`src/rtl/vga_timing_gen.sv`:
```
// Single-clock VGA raster timing generator with a pixel clock-enable divider.
// Fetch-side coordinates lead the sync/blank/RGB outputs by PIPE pixel ticks.
module vga_timing_gen #(
  parameter int CLK_DIV  = 2,
  parameter int H_ACTIVE = 640,
  parameter int H_FP     = 16,
  parameter int H_SYNC   = 96,
  parameter int H_BP     = 48,
  parameter int V_ACTIVE = 480,
  parameter int V_FP     = 10,
  parameter int V_SYNC   = 2,
  parameter int V_BP     = 33,
  parameter bit HS_POL   = 1'b0,
  parameter bit VS_POL   = 1'b0,
  parameter int PIPE     = 2,
  parameter int COORD_W  = 11
) (
  input  logic               CLK,
  input  logic               RST_N,
  input  logic               EN,
  input  logic [7:0]         PIXEL_IN,
  output logic [COORD_W-1:0] XCOORD,
  output logic [COORD_W-1:0] YCOORD,
  output logic               FETCH_VALID,
  output logic               PIX_CE,
  output logic               LINE_START,
  output logic               FRAME_START,
  output logic               HSYNC,
  output logic               VSYNC,
  output logic [2:0]         R,
  output logic [2:0]         G,
  output logic [1:0]         B
);

  localparam int H_TOTAL = H_ACTIVE + H_FP + H_SYNC + H_BP;
  localparam int V_TOTAL = V_ACTIVE + V_FP + V_SYNC + V_BP;
  localparam int DIV_W   = (CLK_DIV > 1) ? $clog2(CLK_DIV) : 1;
  localparam int CW      = COORD_W + 1;

  // One extra bit so region ends equal to the total never wrap to zero.
  localparam logic [CW-1:0] H_ACT_END = CW'(H_ACTIVE);
  localparam logic [CW-1:0] H_HS_BEG  = CW'(H_ACTIVE + H_FP);
  localparam logic [CW-1:0] H_HS_END  = CW'(H_ACTIVE + H_FP + H_SYNC);
  localparam logic [CW-1:0] V_ACT_END = CW'(V_ACTIVE);
  localparam logic [CW-1:0] V_VS_BEG  = CW'(V_ACTIVE + V_FP);
  localparam logic [CW-1:0] V_VS_END  = CW'(V_ACTIVE + V_FP + V_SYNC);

  generate
    if (CLK_DIV < 1 || CLK_DIV > 16 || PIPE < 0 || PIPE > 4 ||
        COORD_W < 1 || COORD_W > 30 ||
        H_TOTAL > (1 << COORD_W) || V_TOTAL > (1 << COORD_W)) begin : g_bad_params
      $error("vga_timing_gen: illegal parameter set");
    end
  endgenerate

  logic [DIV_W-1:0]   div_q, div_d;
  logic [COORD_W-1:0] x_q, x_d, y_q, y_d;
  logic [7:0]         rgb_q, rgb_d;
  logic               hs_q, hs_d, vs_q, vs_d;

  logic div_last, pix_ce, x_last, y_last;
  logic act_raw, hs_raw, vs_raw;
  logic [2:0] cur_flags, out_flags;

  assign div_last = (div_q == DIV_W'(CLK_DIV - 1));
  assign pix_ce   = EN & RST_N & div_last;
  assign x_last   = (x_q == COORD_W'(H_TOTAL - 1));
  assign y_last   = (y_q == COORD_W'(V_TOTAL - 1));

  assign act_raw   = ({1'b0, x_q} < H_ACT_END) && ({1'b0, y_q} < V_ACT_END);
  assign hs_raw    = ({1'b0, x_q} >= H_HS_BEG) && ({1'b0, x_q} < H_HS_END);
  assign vs_raw    = ({1'b0, y_q} >= V_VS_BEG) && ({1'b0, y_q} < V_VS_END);
  assign cur_flags = {act_raw, hs_raw, vs_raw};

  // Flags travel alongside the fetch so they meet the returned pixel byte.
  generate
    if (PIPE > 0) begin : g_dly
      logic [2:0] dly_q [PIPE];
      always_ff @(posedge CLK) begin
        if (!RST_N) begin
          for (int i = 0; i < PIPE; i++) dly_q[i] <= '0;
        end else if (pix_ce) begin
          dly_q[0] <= cur_flags;
          for (int i = 1; i < PIPE; i++) dly_q[i] <= dly_q[i-1];
        end
      end
      assign out_flags = dly_q[PIPE-1];
    end else begin : g_nodly
      assign out_flags = cur_flags;
    end
  endgenerate

  always_comb begin
    div_d = div_q;
    x_d   = x_q;
    y_d   = y_q;
    rgb_d = rgb_q;
    hs_d  = hs_q;
    vs_d  = vs_q;
    if (EN) div_d = div_last ? '0 : div_q + DIV_W'(1);
    if (pix_ce) begin
      x_d = x_last ? '0 : x_q + COORD_W'(1);
      if (x_last) y_d = y_last ? '0 : y_q + COORD_W'(1);
      rgb_d = out_flags[2] ? PIXEL_IN : 8'h00;
      hs_d  = out_flags[1] ? HS_POL : ~HS_POL;
      vs_d  = out_flags[0] ? VS_POL : ~VS_POL;
    end
  end

  always_ff @(posedge CLK) begin
    if (!RST_N) begin
      div_q <= '0;
      x_q   <= '0;
      y_q   <= '0;
      rgb_q <= 8'h00;
      hs_q  <= ~HS_POL;
      vs_q  <= ~VS_POL;
    end else begin
      div_q <= div_d;
      x_q   <= x_d;
      y_q   <= y_d;
      rgb_q <= rgb_d;
      hs_q  <= hs_d;
      vs_q  <= vs_d;
    end
  end

  assign XCOORD      = x_q;
  assign YCOORD      = y_q;
  assign FETCH_VALID = act_raw;
  assign PIX_CE      = pix_ce;
  assign LINE_START  = pix_ce && (x_q == '0);
  assign FRAME_START = pix_ce && (x_q == '0) && (y_q == '0);
  assign HSYNC       = hs_q;
  assign VSYNC       = vs_q;
  assign R           = rgb_q[7:5];
  assign G           = rgb_q[4:2];
  assign B           = rgb_q[1:0];

endmodule

```
`config.mk`:
```
export PLATFORM = sky130hd
export DESIGN_NAME = vga_timing_gen
export DESIGN_NICKNAME = d
export VERILOG_FILES = /design/src/rtl/vga_timing_gen.sv
export SDC_FILE = /design/constraint.sdc
export NUM_CORES = 1
export LEC_CHECK = 0
export BUFFER_PORTS_ARGS = -buffer_cell sky130_fd_sc_hd__buf_2
export CAP_MARGIN = 15
export CELL_PAD_IN_SITES_DETAIL_PLACEMENT = 2
export CELL_PAD_IN_SITES_GLOBAL_PLACEMENT = 2
export CORE_ASPECT_RATIO = 1.2
export CORE_MARGIN = 8
export CORE_UTILIZATION = 35
export CTS_BUF_LIST = sky130_fd_sc_hd__clkbuf_8
export DETAILED_ROUTE_END_ITERATION = 6
export GPL_ROUTABILITY_DRIVEN = 0
export MAX_ROUTING_LAYER = met4
export PLACE_DENSITY_LB_ADDON = 0.3
export SLEW_MARGIN = 0
export SYNTH_ARGS = -nofsm -noshare
export SYNTH_HDL_FRONTEND = slang
export SYNTH_SLANG_ARGS = --single-unit
```
`constraint.sdc`:
```
create_clock -name CLK -period 4.65 [get_ports CLK]
set_clock_uncertainty 0.2 [all_clocks]
set_input_delay 0.93 -clock CLK [delete_from_list [all_inputs] [get_ports CLK]]
set_output_delay 0.93 -clock CLK [all_outputs]
set_load 0.02 [all_outputs]
```
== Yosys cells after proc, flatten, opt, wreduce, memory -nomap -nowiden ==
Memories as Yosys holds them, arrays and structs flattened.
Index checks and enable logic that the tools add are counted.

* RAM bits: 6
* Output and inout port bits: 36
* Memories kept: 1
* Logic and storage cells: 42
* Flip-flop bits (word level): 33
* Input port bits: 11

* Equal/unequal tests: 2
* Order comparisons: 6
* Reduce and logical (&&, ||, !) cells: 8
* Bitwise gates (word level): 4
* Multiplexer cells: 12
* $add $sub $neg: 3

{| class="wikitable"
|+ Memories
! name !! words !! bits a word !! read ports !! clocked after Yosys merged registers in !! write ports !! RTL line !! text
|-
| g_dly.dly_q || 2 || 3 || 2 || 0 || 2 || 78 || <nowiki>logic [2:0] dly_q [PIPE];</nowiki>
|}

{| class="wikitable"
|+ Operators with widths
! kind !! number
|-
| $add 11x1->11 const B || 2
|-
| $eq 11x10->1 const B || 2
|-
| $logic_not 11->1 || 2
|-
| $lt 11x10->1 const B || 2
|-
| $lt 11x9->1 const B || 2
|-
| $mux 11 || 2
|-
| $ge 11x10->1 const B || 1
|-
| $ge 11x9->1 const B || 1
|-
| $mux 8 || 1
|-
| $mux 1 || 7
|-
| $mux 3 || 2
|-
| $logic_and 1x1->1 || 5
|-
| $and 1x1->1 || 2
|-
| $or 1x1->1 || 2
|-
| $reduce_and 2->1 || 1
|-
| $add 1x1->1 const B || 1
|}

== Longest topological paths before layout ==
* Depth in word-level cells: 6
* Depth in mapped cells: 7

== Least setup slack after synthesis ==
No wires, ideal clock.

* Kind: input-to-output
* Start: in RST_N
* End: out FRAME_START
* Path slack: 1.152 ns
* Cell stages on the path: 4
* Arrival: 2.368 ns
* Buffers on the path: 0
* Cells stage by stage: nand3_2 > or3_1 > nor4_2 > and4_1

* Longest elaborated chain between the ends: 4

{| class="wikitable"
|+ RTL lines
! item !! RTL line !! text
|-
| start: declaration || 19 || <nowiki>input logic RST_N,</nowiki>
|-
| $and 1x1->1 (2 in a row) || 66 || <nowiki>assign pix_ce = EN & RST_N & div_last;</nowiki>
|-
| $logic_and 1x1->1 || n/a ||
|-
| via LINE_START || 26 || <nowiki>output logic LINE_START,</nowiki>
|-
| $logic_and 1x1->1 || 133 || <nowiki>assign FRAME_START = pix_ce && (x_q == '0) && (y_q == '0);</nowiki>
|-
| end: declaration || 27 || <nowiki>output logic FRAME_START,</nowiki>
|}

The timed path passes the listed nets, and every way through them passes these cells.

== Final worst setup path ==
* Start: in RST_N
* End: out FRAME_START

* Longest elaborated chain between the ends: 4

{| class="wikitable"
|+ RTL lines
! item !! RTL line
|-
| $and 1x1->1 (2 in a row) || 66
|-
| $logic_and 1x1->1 (2 in a row) || 133
|}

Every way passes these cells.

==> metrics.txt <==
status=complete, no violations; final hold vios=0; global-route wire length before repair=9110 um; Final Util=44.3%; Setup Buffers After CTS=0; CP bufs+invs=2; Skew-Pair Late Insertion Delay=0.30 ns; worst vdd ir=116 uV; max incr delay on CP=0.40 ns; cell mode on critical path=buf_2; FP Rows=28; initial antenna violation count=0; Area Overhead vs Synth=21.4%; hpwl dp=4200 um; Synth Instances=191; slowest CP cell=or3_1; CTS Sinks=39; Final Max Tran Viols=0; leakage=0.893 nW; CTS tree=yes; WP data arrival=2.40 ns; Resized Gates After CTS=0; Worst-path clk slew=0.08 ns; register area share after synthesis=46.6%; layout cells sized above 1=26.9%; post-route DRC violation count=0; most frequent cells in the layout=buf_2, dfxtp_1, nand2_1, a21oi_1; via total after detailed routing=1658; Yosys top cell area share=36.6%; register bit total from synthesis=39; Worst EP required=3.52 ns; crit path capture type=output pin; PD cells=309 nW/um^2; CP Max Fanout=10; root buffer cell=clkbuf_8; design area=2190 sq um; TritonCTS buffer count=5; ANT nets after route=0; EDFF count, synth=6; f_max=0.283 GHz; max_slew headroom=58.5%; width of the die=81.5 um; Area after DPL=2080 sq um; drt pass-1 iters=4; Synth cell types=39; ys async rst share=0%; Synth area leaders=dfxtp_1, edfxtp_1, a22o_1, and2_1, or3_1; pin count of the biggest net entering global routing=21; crit path cell chain=buf_2 -> nand3_2 -> or3_1 -> nor4_2 -> and4_1 -> buf_2; Hold Path Class=flip-flop to flip-flop; Avg WL per Cell=19.2 um; Via density=5.56; Worst setup SP type=primary input; DRT iter0 DRCs=73; setup TNS=0 ns; Tcrit/Tclk final=76.0%; vias in the first global route=1757; fin crit period=3.53 ns; RSZ-0062 raised after global routing=no; Final setup viols=0; ANT cells=0; H-tree Lvls=2; Starting Density=36.5%; max_cap viols=0; Top delay family on crit path=simple AND/OR/NAND/NOR gates; Tot GR Track Use=15.9%; Ports=47; Die H=94.6 um; gr ovfl total=0; Port-buffer cells=46; Non-Filler Instances=298; largest area contributor in the netlist=dfxtp_1; fin nets=252; placed cell count=290; syn_area_per_cell=9.44 sq um; most common cell after layout, fill and taps aside=buf_2; syn_nets=206; main flop type after synthesis=dfxtp_1; die area=7710 sq um; Critical Setup Path Class=primary input to output pin; Post-Syn Area=1800 sq um; Clock Path Buffers=2; YS warnings=0; Core Area=4940 sq um; hold_buf cts=0; Worst Tran Pin Value=0.617 ns; WL final=5740 um
[state kept, by name (all words and copies together), names as in the netlist]
register	cells
HSYNC	1
VSYNC	1
XCOORD	11
YCOORD	11
div_last	1
g_dly.dly_q	6
rgb_q	8
[metrics by stage]
stage          hold slack [ns]  worst slack [ns]  power (mW)
3_3_place_gp             0.203              1.12       0.394
2_1_floorplan            0.199              1.15       0.380
5_1_grt                  0.250             0.973       0.705
3_5_place_dp             0.224              1.09       0.397
4_1_cts                  0.234              1.07       0.686
6_report                 0.228              1.12       0.675
[Yosys cell counts, drive strengths merged (6+ instances only)]
| library cell | number |
|---|---|
| nor4 | 8 |
| nand3 | 8 |
| a21oi | 12 |
| nor2 | 10 |
| edfxtp | 6 |
| nand4 | 10 |
| o21ai | 11 |
| or3 | 10 |
| nand2 | 12 |
| inv | 9 |
| xnor2 | 6 |
| dfxtp | 33 |
| and2 | 11 |
| a22o | 8 |
[routing by layer]
metal | GRT usage [%] | up-vias | part of all wire, %
met3 | 4.37 | 8 | 4.6
met5 | - | - | 0
li1 | - | 787 | -
met2 | 26.6 | 39 | 50
met4 | 5.07 | 0 | 1.8
met1 | 17.6 | 824 | 43
[worst register-to-register path, delay by kind of cell, from the launching register on]
family | cells | cell delay [ns]
simple gates | 3 | 1.29
flops | 1 | 0.41
buf+inv | 1 | 0.27
compound gates | 1 | 0.19
[area by class of cell]
class                           count  area [sq um]
Tap cell                           60          75.1
Fill cell                         557          2750
Sequential cell                    39           841
Inverter                            9          33.8
Multi-Input combinational cell    135           888
Clock inverter                      3          43.8
Clock buffer                        5          68.8
Timing Repair Buffer               47           238
[final timing paths]
check	startpoint	end	slack, ns	depth (start not counted)
min	g_dly.dly_q[0][4]	HSYNC	0.23	1
max reg2reg	div_last	YCOORD[8]	2.22	5
min reg2reg	g_dly.dly_q[0][4]	HSYNC	0.23	1
max	RST_N	FRAME_START	1.12	6
[kinds of logic (layout without fill, tap and decap cells)]
logic type               after synthesis  count (layout)  share of synthesized area, %
adder cells (fa/ha/maj)                4               4                          2.78
AO/OA/AOI/OAI                         36              36                          12.4
multiplexers                           2               2                          1.18
AND/OR/NAND/NOR                       84              84                          28.6
XOR/XNOR                               9               9                          4.37
flip-flops                            39              39                          46.6
buffers and inverters                 17              64                          4.09
[report_power, final]
part / internal [mW] / switching [mW] / leakage, nW
registers: 0.349 / 0.00420 / 0.329
clock network: 0.160 / 0.127 / 0.0581
logic: 0.0124 / 0.0224 / 0.506
No activity file was read; power rests on OpenSTA's default activity.
